### src/rtl/pc_control_fsm.sv
// Multi-cycle sequencer: fetch/decode/execute/update of 16-bit instructions.
// Owns the flag register and issues one PC strobe per instruction.
module pc_control_fsm #(
  parameter int WIDTH = 16
) (
  input  logic             i_clk,
  input  logic             i_reset,
  input  logic [WIDTH-1:0] i_instr,
  input  logic             i_instrValid,
  input  logic [4:0]       i_aluFlags,
  input  logic [WIDTH-1:0] i_regTarget,
  output logic             o_fetchReq,
  output logic             o_pcAdd,
  output logic             o_pcBranch,
  output logic             o_pcJump,
  output logic [3:0]       o_flagOp,
  output logic [WIDTH-1:0] o_immediate,
  output logic [WIDTH-1:0] o_flagRegister,
  output logic             o_regWrite,
  output logic             o_flagWrite,
  output logic [3:0]       o_aluOp,
  output logic [3:0]       o_regDst,
  output logic [3:0]       o_regSrc,
  output logic             o_useImm
);

  typedef enum logic [2:0] {
    S_IDLE,
    S_FETCH,
    S_DECODE,
    S_EXECUTE,
    S_UPDATE
  } state_t;

  typedef enum logic [1:0] {
    C_NOP,
    C_ALU,
    C_BR,
    C_JMP
  } cls_t;

  state_t           r_state;
  state_t           w_next;
  logic [WIDTH-1:0] r_ir;
  logic [3:0]       r_flagOp;
  logic [WIDTH-1:0] r_imm;
  logic [4:0]       r_flags;
  logic             r_taken;

  cls_t       w_cls;
  logic [3:0] w_op;
  logic [3:0] w_cond;
  logic [3:0] w_aluOp;
  logic       w_useImm;
  logic       w_isImm;
  logic       w_taken;
  logic       w_flagWr;
  logic       w_regWr;
  logic       w_br;
  logic       w_jmp;

  assign w_op   = r_ir[15:12];
  assign w_cond = r_ir[11:8];

  assign w_isImm = (w_op == 4'h1) || (w_op == 4'h2) ||
                   (w_op == 4'h3) || (w_op == 4'h5) ||
                   (w_op == 4'h9) || (w_op == 4'hB) ||
                   (w_op == 4'hD);

  always_comb begin
    w_cls    = C_NOP;
    w_aluOp  = 4'h0;
    w_useImm = 1'b0;
    unique case (1'b1)
      (w_op == 4'h0): begin
        w_cls   = C_ALU;
        w_aluOp = r_ir[7:4];
      end
      w_isImm: begin
        w_cls    = C_ALU;
        w_aluOp  = w_op;
        w_useImm = 1'b1;
      end
      (w_op == 4'hC): w_cls = C_BR;
      (w_op == 4'h4 && r_ir[7:4] == 4'hC): w_cls = C_JMP;
      default: w_cls = C_NOP;
    endcase
  end

  // flag bits: C=0, L=1, F=2, Z=3, N=4
  always_comb begin
    w_taken = 1'b0;
    case (w_cond)
      4'h0: w_taken = r_flags[3];
      4'h1: w_taken = !r_flags[3];
      4'h2: w_taken = r_flags[0];
      4'h3: w_taken = !r_flags[0];
      4'h4: w_taken = r_flags[1];
      4'h5: w_taken = !r_flags[1];
      4'h6: w_taken = r_flags[4];
      4'h7: w_taken = !r_flags[4];
      4'h8: w_taken = r_flags[2];
      4'h9: w_taken = !r_flags[2];
      4'hA: w_taken = !r_flags[1] && !r_flags[3];
      4'hB: w_taken = r_flags[1] || r_flags[3];
      4'hC: w_taken = !r_flags[4] && !r_flags[3];
      4'hD: w_taken = r_flags[4] || r_flags[3];
      4'hE: w_taken = 1'b1;
      default: w_taken = 1'b0;
    endcase
  end

  always_comb begin
    w_next = r_state;
    unique case (r_state)
      S_IDLE:    w_next = S_FETCH;
      S_FETCH:   if (i_instrValid) w_next = S_DECODE;
      S_DECODE:  w_next = S_EXECUTE;
      S_EXECUTE: w_next = S_UPDATE;
      S_UPDATE:  w_next = S_FETCH;
      default:   w_next = S_IDLE;
    endcase
  end

  assign w_regWr  = (r_state == S_EXECUTE) && (w_cls == C_ALU) &&
                    (w_aluOp != 4'hB);
  assign w_flagWr = (r_state == S_EXECUTE) && (w_cls == C_ALU) &&
                    ((w_aluOp == 4'h5) || (w_aluOp == 4'h9) ||
                     (w_aluOp == 4'hB));
  assign w_br     = (r_state == S_UPDATE) && (w_cls == C_BR) && r_taken;
  assign w_jmp    = (r_state == S_UPDATE) && (w_cls == C_JMP) && r_taken;

  always_ff @(posedge i_clk) begin
    if (i_reset) begin
      r_state  <= S_IDLE;
      r_ir     <= '0;
      r_flagOp <= '0;
      r_imm    <= '0;
      r_flags  <= '0;
      r_taken  <= 1'b0;
    end else begin
      r_state <= w_next;
      if (r_state == S_FETCH && i_instrValid) r_ir <= i_instr;
      if (r_state == S_DECODE) begin
        if (w_cls == C_BR) begin
          r_flagOp <= w_cond;
          r_imm    <= {{(WIDTH-8){r_ir[7]}}, r_ir[7:0]};
        end else if (w_cls == C_JMP) begin
          r_flagOp <= w_cond;
          r_imm    <= i_regTarget;
        end
      end
      if (r_state == S_EXECUTE) begin
        r_taken <= w_taken;
        if (w_flagWr) r_flags <= i_aluFlags;
      end
    end
  end

  assign o_fetchReq     = (r_state == S_FETCH);
  assign o_pcBranch     = w_br;
  assign o_pcJump       = w_jmp;
  assign o_pcAdd        = (r_state == S_UPDATE) && !w_br && !w_jmp;
  assign o_regWrite     = w_regWr;
  assign o_flagWrite    = w_flagWr;
  assign o_flagOp       = r_flagOp;
  assign o_immediate    = r_imm;
  assign o_flagRegister = {{(WIDTH-5){1'b0}}, r_flags};
  assign o_aluOp        = w_aluOp;
  assign o_useImm       = w_useImm;
  assign o_regDst       = r_ir[11:8];
  assign o_regSrc       = r_ir[3:0];

endmodule

### config.mk
export PLATFORM = sky130hd
export DESIGN_NAME = pc_control_fsm
export DESIGN_NICKNAME = d
export VERILOG_FILES = /design/src/rtl/pc_control_fsm.sv
export SDC_FILE = /design/constraint.sdc
export NUM_CORES = 1
export LEC_CHECK = 0
export ABC_AREA = 1
export CAP_MARGIN = 20
export CORE_UTILIZATION = 43
export CTS_CLUSTER_SIZE = 24
export DETAILED_ROUTE_END_ITERATION = 7
export PLACE_DENSITY_LB_ADDON = 0.2
export SYNTH_ARGS = -nofsm -noshare
export SYNTH_HDL_FRONTEND = slang
export SYNTH_SLANG_ARGS = --single-unit
### constraint.sdc
create_clock -name i_clk -period 2.1 [get_ports i_clk]
set_clock_uncertainty 0.15 [all_clocks]
set_input_delay 0.525 -clock i_clk [delete_from_list [all_inputs] [get_ports i_clk]]
set_output_delay 0.525 -clock i_clk [all_outputs]
set_load 0.05 [all_outputs]
### Yosys cells after proc, flatten, opt, wreduce, memory -nomap -nowiden

Cells that the tools add are included.
Widths: inputs -> output; s select.

* register bits: 45
* input bits: 40
* output and inout port bits: 55
* word-level logic and storage cells: 90

* equality and inequality tests: 36
* mux-type cells: 10
* reductions and logical operators: 38

Operators with widths (number)
* $eq 4x4->1 const B: 14
* $mux 16: 2
* $eq 4x3->1 const B: 7
* $eq 4x2->1 const B: 4
* $pmux 1 s15: 1
* $logic_and 1x1->1: 13
* $pmux 3 s4: 1
* $logic_or 1x1->1: 10
* $eq 4x1->1 const B: 2
* $logic_not 4->1: 2
* $mux 4: 2
* $pmux 4 s2: 1
* $logic_not 1->1: 7
* $eq 3x2->1 const B: 2
* $pmux 2 s3: 1
* $eq 2x2->1 const B: 2
* $ne 4x4->1 const B: 1
* $reduce_and 2->1: 2
* $reduce_or 2->1: 2
* $eq 3x1->1 const B: 1
* $eq 3x3->1 const B: 1
* $logic_not 3->1: 1
* $mux 3: 1
* $eq 2x1->1 const B: 1
* 3 further kinds: 3

### Logic depth before layout (Yosys ltp)

Gate-level depths: netlist (run 1).

* depth after elaboration: 15
* gate-level depth with buffers: 11
* gate-level depth less buffers: 11

### Worst setup path before layout (run 1)

No wires, ideal clock.

* kind: register to output
* start: reg r_ir[12]
* end: out o_flagWrite
* data arrival time: 2593 ps
* required time: 1425 ps
* slack: -1168 ps
* stages on the path, launching flop included: 8
* buffers on the path: 1
* cell sequence: dfxtp_1 -> nor2_4 -> nand2_1 -> o21ai_2 -> inv_2 -> nor2_1 -> buf_4 -> a21boi_0

* word-level cells in the longest chain between the ends: 12
* elaborated cells between the ends (all ways): 28
* those cells by class: eq/ne: 13; mux: 2; reduce/logical: 13

Ends and longest elaborated chain
* from (decl): line 44 `logic [WIDTH-1:0] r_ir;`
* from (signal assigned): line 143 `if (r_state == S_FETCH && i_instrValid) r_ir <= i_instr;`
* $eq 4x1->1 or $eq 4x2->1 (tied branches): line 65 `assign w_isImm = (w_op == 4'h1) || (w_op == 4'h2) ||`
* $logic_or 1x1->1 (2 in a row): line 65
* $logic_or 1x1->1 (2 in a row): line 66 `(w_op == 4'h3) || (w_op == 4'h5) ||`
* $logic_or 1x1->1 (2 in a row): line 67 `(w_op == 4'h9) || (w_op == 4'hB) ||`
* $pmux 4 s2 (*): line 74 `unique case (1'b1)`
* via o_aluOp[0]: line 21 `output logic [3:0] o_aluOp,`
* $eq 4x3->1 or $eq 4x4->1 (tied branches): line 128 `((w_aluOp == 4'h5) || (w_aluOp == 4'h9) ||`
* $logic_or 1x1->1: line 128
* $logic_or 1x1->1 (*): line 128
* $logic_and 1x1->1 (*): line 127 `assign w_flagWr = (r_state == S_EXECUTE) && (w_cls == C_ALU) &&`
* to (decl): line 20 `output logic o_flagWrite,`

Mark *: on every way through the listed nets, which the timed path passes. The rest lies on a longest branch.

### Worst setup path in the final report (run 1)

* start: reg r_ir[13]
* end: out o_pcJump

* word-level cells in the longest chain between the ends: 12
* elaborated cells between the ends (all ways): 22
* those cells by class: eq/ne: 10; mux: 1; reduce/logical: 11

Ends and longest elaborated chain
* $eq 4x1->1 or $eq 4x2->1 (tied branches): line 65
* $logic_or 1x1->1 (2 in a row): line 65
* $logic_or 1x1->1 (2 in a row): line 66
* $logic_or 1x1->1 (2 in a row): line 67
* $reduce_or 2->1 (no line)
* $pmux 2 s3 (*): line 74
* $eq 2x2->1 (*): line 131 `assign w_jmp = (r_state == S_UPDATE) && (w_cls == C_JMP) && r_taken;`
* $logic_and 1x1->1 (*) (2 in a row): line 131
* to (decl): line 15 `output logic o_pcJump,`

Every way passes the cells marked *; elsewhere a longest branch is shown, timed or not.

==> impl_metrics.env, run 1 <==
export IMPL_crit_required_ps=1420
export IMPL_netlist_instances=349
export IMPL_n_antenna_cell=0
export IMPL_cts_buffers=5
export IMPL_netlist_area_leader_share_pct=38.0
export IMPL_status="finished with violations"
export IMPL_place_congestion=0.854
export IMPL_period_share_pct=113
export IMPL_synth_area_leaders="dfxtp_1 (38%), nand2_1 (11%), nor2_1 (7.8%)"
export IMPL_drv_slew=0
export IMPL_tightestPinTransition_ps=527
export IMPL_cts_htree_levels=2
export IMPL_final_area_sq_mm=0.00361
export IMPL_p_leak_nw=1.64
export IMPL_setup_viol=10
export IMPL_fin_hold_ws_ps=334
export IMPL_rrSetupSlack_ps=-190
export IMPL_cap_violations=0
export IMPL_cp_num_buf_inv=2
export IMPL_finalWorstSetupSlack_ps=-265
export IMPL_synth_top_area_cell="dfxtp_1"
export IMPL_coreArea_sq_mm=0.00520
export IMPL_path_cells="nor2_4 > nand3_1 > or2_1 > inv_1 > nor2_1 > nor3_4 > buf_12"
export IMPL_violations="setup timing"
export IMPL_insertion_delay_ps=300
export IMPL_cp_max_fo=5
export IMPL_std_cell_rows=26
export IMPL_wl_per_cell_um=12.3
export IMPL_antenna_found_initial=0
export IMPL_portBuffers=83
export IMPL_clockRootBuffer="clkbuf_8"
export IMPL_synth_seq_cells=45
export IMPL_routed_wl_um=6300
export IMPL_ir_worst_vdd_mv=0.393
export IMPL_gr_total_overflow=0
export IMPL_power_density_mw_per_mm2=656
export IMPL_die_h_um=76.3
export IMPL_finalNetCount=483
export IMPL_cpMaxStageDelayCell="dfxtp_4"
export IMPL_ys_warn_count=0
export IMPL_cts_hold_buf=0
export IMPL_fmax_ghz=0.423
export IMPL_vias=2449
export IMPL_grt_max_degree=27
export IMPL_area_growth_pct=52.0
export IMPL_cp_top_family="simple AND/OR/NAND/NOR gates"
export IMPL_hold_class="register to register"
export IMPL_final_hold_viol_count=0
export IMPL_ys_seq_area_share_pct=38.0
export IMPL_num_io_pins=95
export IMPL_synth_cell_types=26
export IMPL_cts_tree="done"
export IMPL_rsz0062_at_grt="true"
export IMPL_grt_pass1_vias=2305
export IMPL_max_clock_path_buffers=2
export IMPL_crit_path_max_incr_delay_ps=390
export IMPL_drive_gt1_share_pct=27.5
export IMPL_critPathCaptureType="output pin"
export IMPL_path_class="register to output pin"
export IMPL_die_w_um=76.3
export IMPL_timing_slew_headroom_pct=64.6
export IMPL_syn_avg_cell_area_sq_um=6.80
export IMPL_avgViaCountPerCell=4.76
export IMPL_syn_area_sq_mm=0.00237
export IMPL_clock_sinks=45
export IMPL_track_usage_pct=21.8
export IMPL_die_area_sq_mm=0.00582
export IMPL_initial_core_util_pct=45.6
export IMPL_ant_nets=0
export IMPL_post_route_min_period_ps=2370
export IMPL_startpoint_type="register"
export IMPL_drcViolationCount=0
export IMPL_grt_pass1_wl_um=10200
export IMPL_cp_data_arrival_time_ps=1690
export IMPL_place_area_sq_mm=0.00329
export IMPL_drt_first_pass_iters=4
export IMPL_hpwlAfterDp_um=4400
export IMPL_drt_iter0_markers=70
export IMPL_clk_pin_slew_ps=90
cell usage in the layout (no fill, tap or decap), drive strengths merged:
master          n
nor3            4
a21boi          1
a211oi          8
conb           11
o21ai          32
and2            1
nor2           51
a21oi          32
clkdlybuf4s50  39
nand3          16
dfxtp          45
nand2          71
nand3b          5
buf            70
nand4           1
clkbuf          6
inv            48
clkinv          2
or2             1
area by class of cell:
type                    instances  area [sq um]
fillers                       437          1600
well taps                      70          87.6
repair buffers                109          1050
clock buffers                   6          82.6
inverters                      48           180
multi-input cells             234          1270
flip-flops and latches         45           916
clock inverters                 2          13.8
metal layers:
layer | global-route usage [%] | wire length [um] | up-vias
li1 | - | - | 1262
met1 | 24.0 | 2590 | 1097
met2 | 39.4 | 3200 | 80
met3 | 5.87 | 386 | 10
met4 | 9.04 | 120 | 0
met5 | 0 | 0 | -
cell usage after synthesis:
| cell | number |
|---|---|
| a211oi_1 | 1 |
| a211oi_2 | 7 |
| a21boi_0 | 1 |
| a21oi_1 | 32 |
| and2_1 | 1 |
| buf_2 | 2 |
| buf_4 | 20 |
| buf_6 | 3 |
| clkbuf_1 | 7 |
| conb_1 | 1 |
| dfxtp_1 | 45 |
| inv_1 | 46 |
| inv_2 | 2 |
| nand2_1 | 68 |
| nand2_2 | 2 |
| nand2_4 | 1 |
| nand3_1 | 16 |
| nand3b_1 | 5 |
| nand4_1 | 1 |
| nor2_1 | 49 |
| nor2_2 | 1 |
| nor2_4 | 1 |
| nor3_1 | 4 |
| o21ai_0 | 30 |
| o21ai_2 | 2 |
| or2_1 | 1 |
flip-flops by register name (all words and copies together), names as in the netlist:
signal and cells:
r_flags 5, o_immediate 16, r_ir 16, r_state 3, r_taken 1, o_flagOp 4
path summary, 6_finish.rpt:
| check | end | startpoint | cells after the start |
|---|---|---|---|
| hold reg to reg | r_ir[2] | r_ir[2] | 2 |
| setup / recovery | o_pcJump | r_ir[13] | 7 |
| hold / removal | r_ir[2] | r_ir[2] | 2 |
| setup reg to reg | r_flags[3] | r_ir[14] | 15 |
cells by family (layout without fill, tap and decap cells):
kind of cell | Yosys count | after routing | synth area share, %
DFF | 45 | 45 | 38.0
buffers and inverters | 80 | 165 | 16.9
AOI/OAI and AO/OA | 73 | 73 | 18.1
and+or+nand+nor | 150 | 150 | 26.8
other | 1 | 11 | 0.158
power by group:
group / total, W / internal, W / switching, W
Clock: 0.000575 / 0.000267 / 0.000308
Sequential: 0.000958 / 0.000903 / 0.0000552
Combinational: 0.000832 / 0.000337 / 0.000495
Total: 0.00236 / 0.00151 / 0.000858
repair_timing:
item,CTS,global route
setup buffers,10,2
pin swaps,10,5
resized for setup,20,17
setup endpoints to repair,5,20
stage by stage:
| stage | setup TNS, ps | utilization, % | std cells | total power [W] | worst slack (ps) |
|---|---|---|---|---|---|
| after floorplan | -388 | - | 359 | 0.00145 | -214 |
| after global placement | 0 | 63.3 | 494 | 0.00170 | 29.3 |
| after detailed placement | -54.7 | 63.3 | 494 | 0.00170 | -54.7 |
| after CTS | -1440 | 67.8 | 512 | 0.00234 | -215 |
| after global routing | -2880 | 69.3 | 514 | 0.00248 | -341 |
| final | -1930 | 69.3 | 514 | 0.00236 | -265 |
worst min-delay path, stage by stage (launching register included):
cell     delay [ps]
dfxtp_1         320
inv_1            70
a21oi_1          60
(Power assumes the default switching activity.)
==> run 2: changes to the inputs <==
==> constraint.sdc (replaced) <==
create_clock -name i_clk -period 2.6 [get_ports i_clk]
set_clock_uncertainty 0.15 [all_clocks]
set_input_delay 0.65 -clock i_clk [delete_from_list [all_inputs] [get_ports i_clk]]
set_output_delay 0.65 -clock i_clk [all_outputs]
set_load 0.05 [all_outputs]
==> impl_metrics.env, run 2 (synthesis gave the netlist of run 1 again) <==
export IMPL_antenna_found_initial=0
export IMPL_fin_hold_ws_ps=326
export IMPL_post_cts_buffers=0
export IMPL_place_congestion=0.905
export IMPL_path_common_cell="nand2_1"
export IMPL_place_area_sq_mm=0.00316
export IMPL_coreArea_sq_mm=0.00520
export IMPL_die_w_um=76.3
export IMPL_final_common_cell="clkdlybuf4s50_1"
export IMPL_fmax_ghz=0.392
export IMPL_vias=2340
export IMPL_area_growth_pct=37.9
export IMPL_path_cells="nand2_1 > nand2_1 > nand2_1 > a21oi_2 > nand2_1 > a21boi_2 > buf_12"
export IMPL_final_area_sq_mm=0.00327
export IMPL_drcViolationCount=0
export IMPL_clock_sinks=45
export IMPL_cp_max_fo=5
export IMPL_hold_class="register to register"
export IMPL_path_class="register to output pin"
export IMPL_clockRootBuffer="clkbuf_8"
export IMPL_period_share_pct=98.2
export IMPL_max_clock_path_buffers=2
export IMPL_avgViaCountPerCell=4.77
export IMPL_cp_data_arrival_time_ps=1750
export IMPL_initial_core_util_pct=45.6
export IMPL_drive_gt1_share_pct=11.2
export IMPL_final_cell_mix="clkdlybuf4s50_1 (72), nand2_1 (67), nor2_1 (48), inv_1 (46), dfxtp_1 (42)"
export IMPL_cts_tree="done"
export IMPL_insertion_delay_ps=300
export IMPL_cpMaxStageDelayCell="dfxtp_2"
export IMPL_n_antenna_cell=0
export IMPL_cp_num_buf_inv=1
export IMPL_finalNetCount=460
export IMPL_post_route_min_period_ps=2550
export IMPL_startpoint_type="register"
export IMPL_grt_pass1_vias=2199
export IMPL_cp_top_family="simple AND/OR/NAND/NOR gates"
export IMPL_tightestPinTransition_ps=777
export IMPL_p_leak_nw=1.38
export IMPL_clk_pin_slew_ps=90
export IMPL_setup_viol=0
export IMPL_wl_per_cell_um=11.8
export IMPL_drt_first_pass_iters=5
export IMPL_cap_violations=0
export IMPL_grt_pass1_wl_um=9820
export IMPL_timing_slew_headroom_pct=48.2
export IMPL_routed_wl_um=5780
export IMPL_status="completed"
export IMPL_crit_required_ps=1800
export IMPL_drv_slew=0
export IMPL_crit_path_max_incr_delay_ps=410
export IMPL_die_h_um=76.3
export IMPL_ant_nets=0
export IMPL_die_area_sq_mm=0.00582
export IMPL_final_hold_viol_count=0
export IMPL_track_usage_pct=20.5
export IMPL_power_density_mw_per_mm2=523
export IMPL_cts_buffers=5
export IMPL_critPathCaptureType="output pin"
export IMPL_cts_hold_buf=0
export IMPL_grt_max_degree=37
export IMPL_std_cell_rows=26
export IMPL_ir_worst_vdd_mv=0.502
export IMPL_num_io_pins=95
export IMPL_hpwlAfterDp_um=4190
export IMPL_portBuffers=83
export IMPL_cts_htree_levels=2
export IMPL_drt_iter0_markers=119
export IMPL_rsz0062_at_grt="true"
export IMPL_gr_total_overflow=0
run 2: cell count changes in the layout (fill, tap and decap cells not counted), sizes merged:
| cell | change |
|---|---|
| buf | -56 |
| clkdlybuf4s50 | +33 |
| clkbuf | -1 |
| clkinv | -2 |
| clkinvlp | +3 |
run 2: per-layer routing:
metal	part of all wire, %	global-route usage (%)
met1	46	25.3
met2	45	33.5
met3	7.4	5.99
met4	1.6	7.69
met5	0	0
run 2: final cells by class:
type                            count  area (sq um)
Tap cell                           70          87.6
Inverter                           48           180
Clock inverter                      3          22.5
Timing Repair Buffer               86           876
Fill cell                         515          1930
Clock buffer                        5          68.8
Multi-Input combinational cell    234          1130
Sequential cell                    45           905
run 2: report_power, final:
group          leakage [nW]  switching, W  internal, W
Combinational         0.976      0.000341     0.000169
Sequential            0.366     0.0000362     0.000729
Clock                0.0364      0.000247     0.000189
run 2: worst paths after layout:
path	endpoint	startpoint	depth (start not counted)	slack, ps
worst max-delay path	o_flagWrite	r_ir[13]	7	50
worst min-delay path	r_ir[3]	r_ir[3]	2	330
worst max register to register	o_immediate[15]	r_ir[12]	7	550
worst min register to register	r_ir[3]	r_ir[3]	2	330
run 2: worst reg2reg max path: stages, from the launching register on:
cell and delay, ps:
dfxtp_2 360, nor2_4 140, nand3_1 70, or2_1 250, nand2_2 80, nand2_2 300
nor2_2 450, a21oi_1 120
run 2: through the flow:
step	std cells	util (%)	worst slack (ps)	setup TNS, ps	power, W
after floorplan	359	-	-134	-134	0.00115
after detailed placement	483	60.8	238	0	0.00128
after global routing	491	62.8	-52.8	-52.8	0.00179
after global placement	483	60.8	286	0	0.00127
after CTS	491	62.6	9.98	0	0.00171
final	491	62.8	46.3	0	0.00171
run 2: timing repair:
item                       in CTS  in global routing
resized for setup               2                  4
hold endpoints to repair        0                  0
setup endpoints to repair       1                  3
==> run 3: changes to the inputs <==
--- a/config.mk
+++ b/config.mk
@@ -6,7 +6,7 @@
 export NUM_CORES = 1
 export LEC_CHECK = 0
 export ABC_AREA = 1
-export CAP_MARGIN = 20
+export CORE_MARGIN = 1
 export CORE_UTILIZATION = 43
 export CTS_CLUSTER_SIZE = 24
 export DETAILED_ROUTE_END_ITERATION = 7
==> results of run 3 <==
Final layout, timing and power as in run 2 (identical DEF).
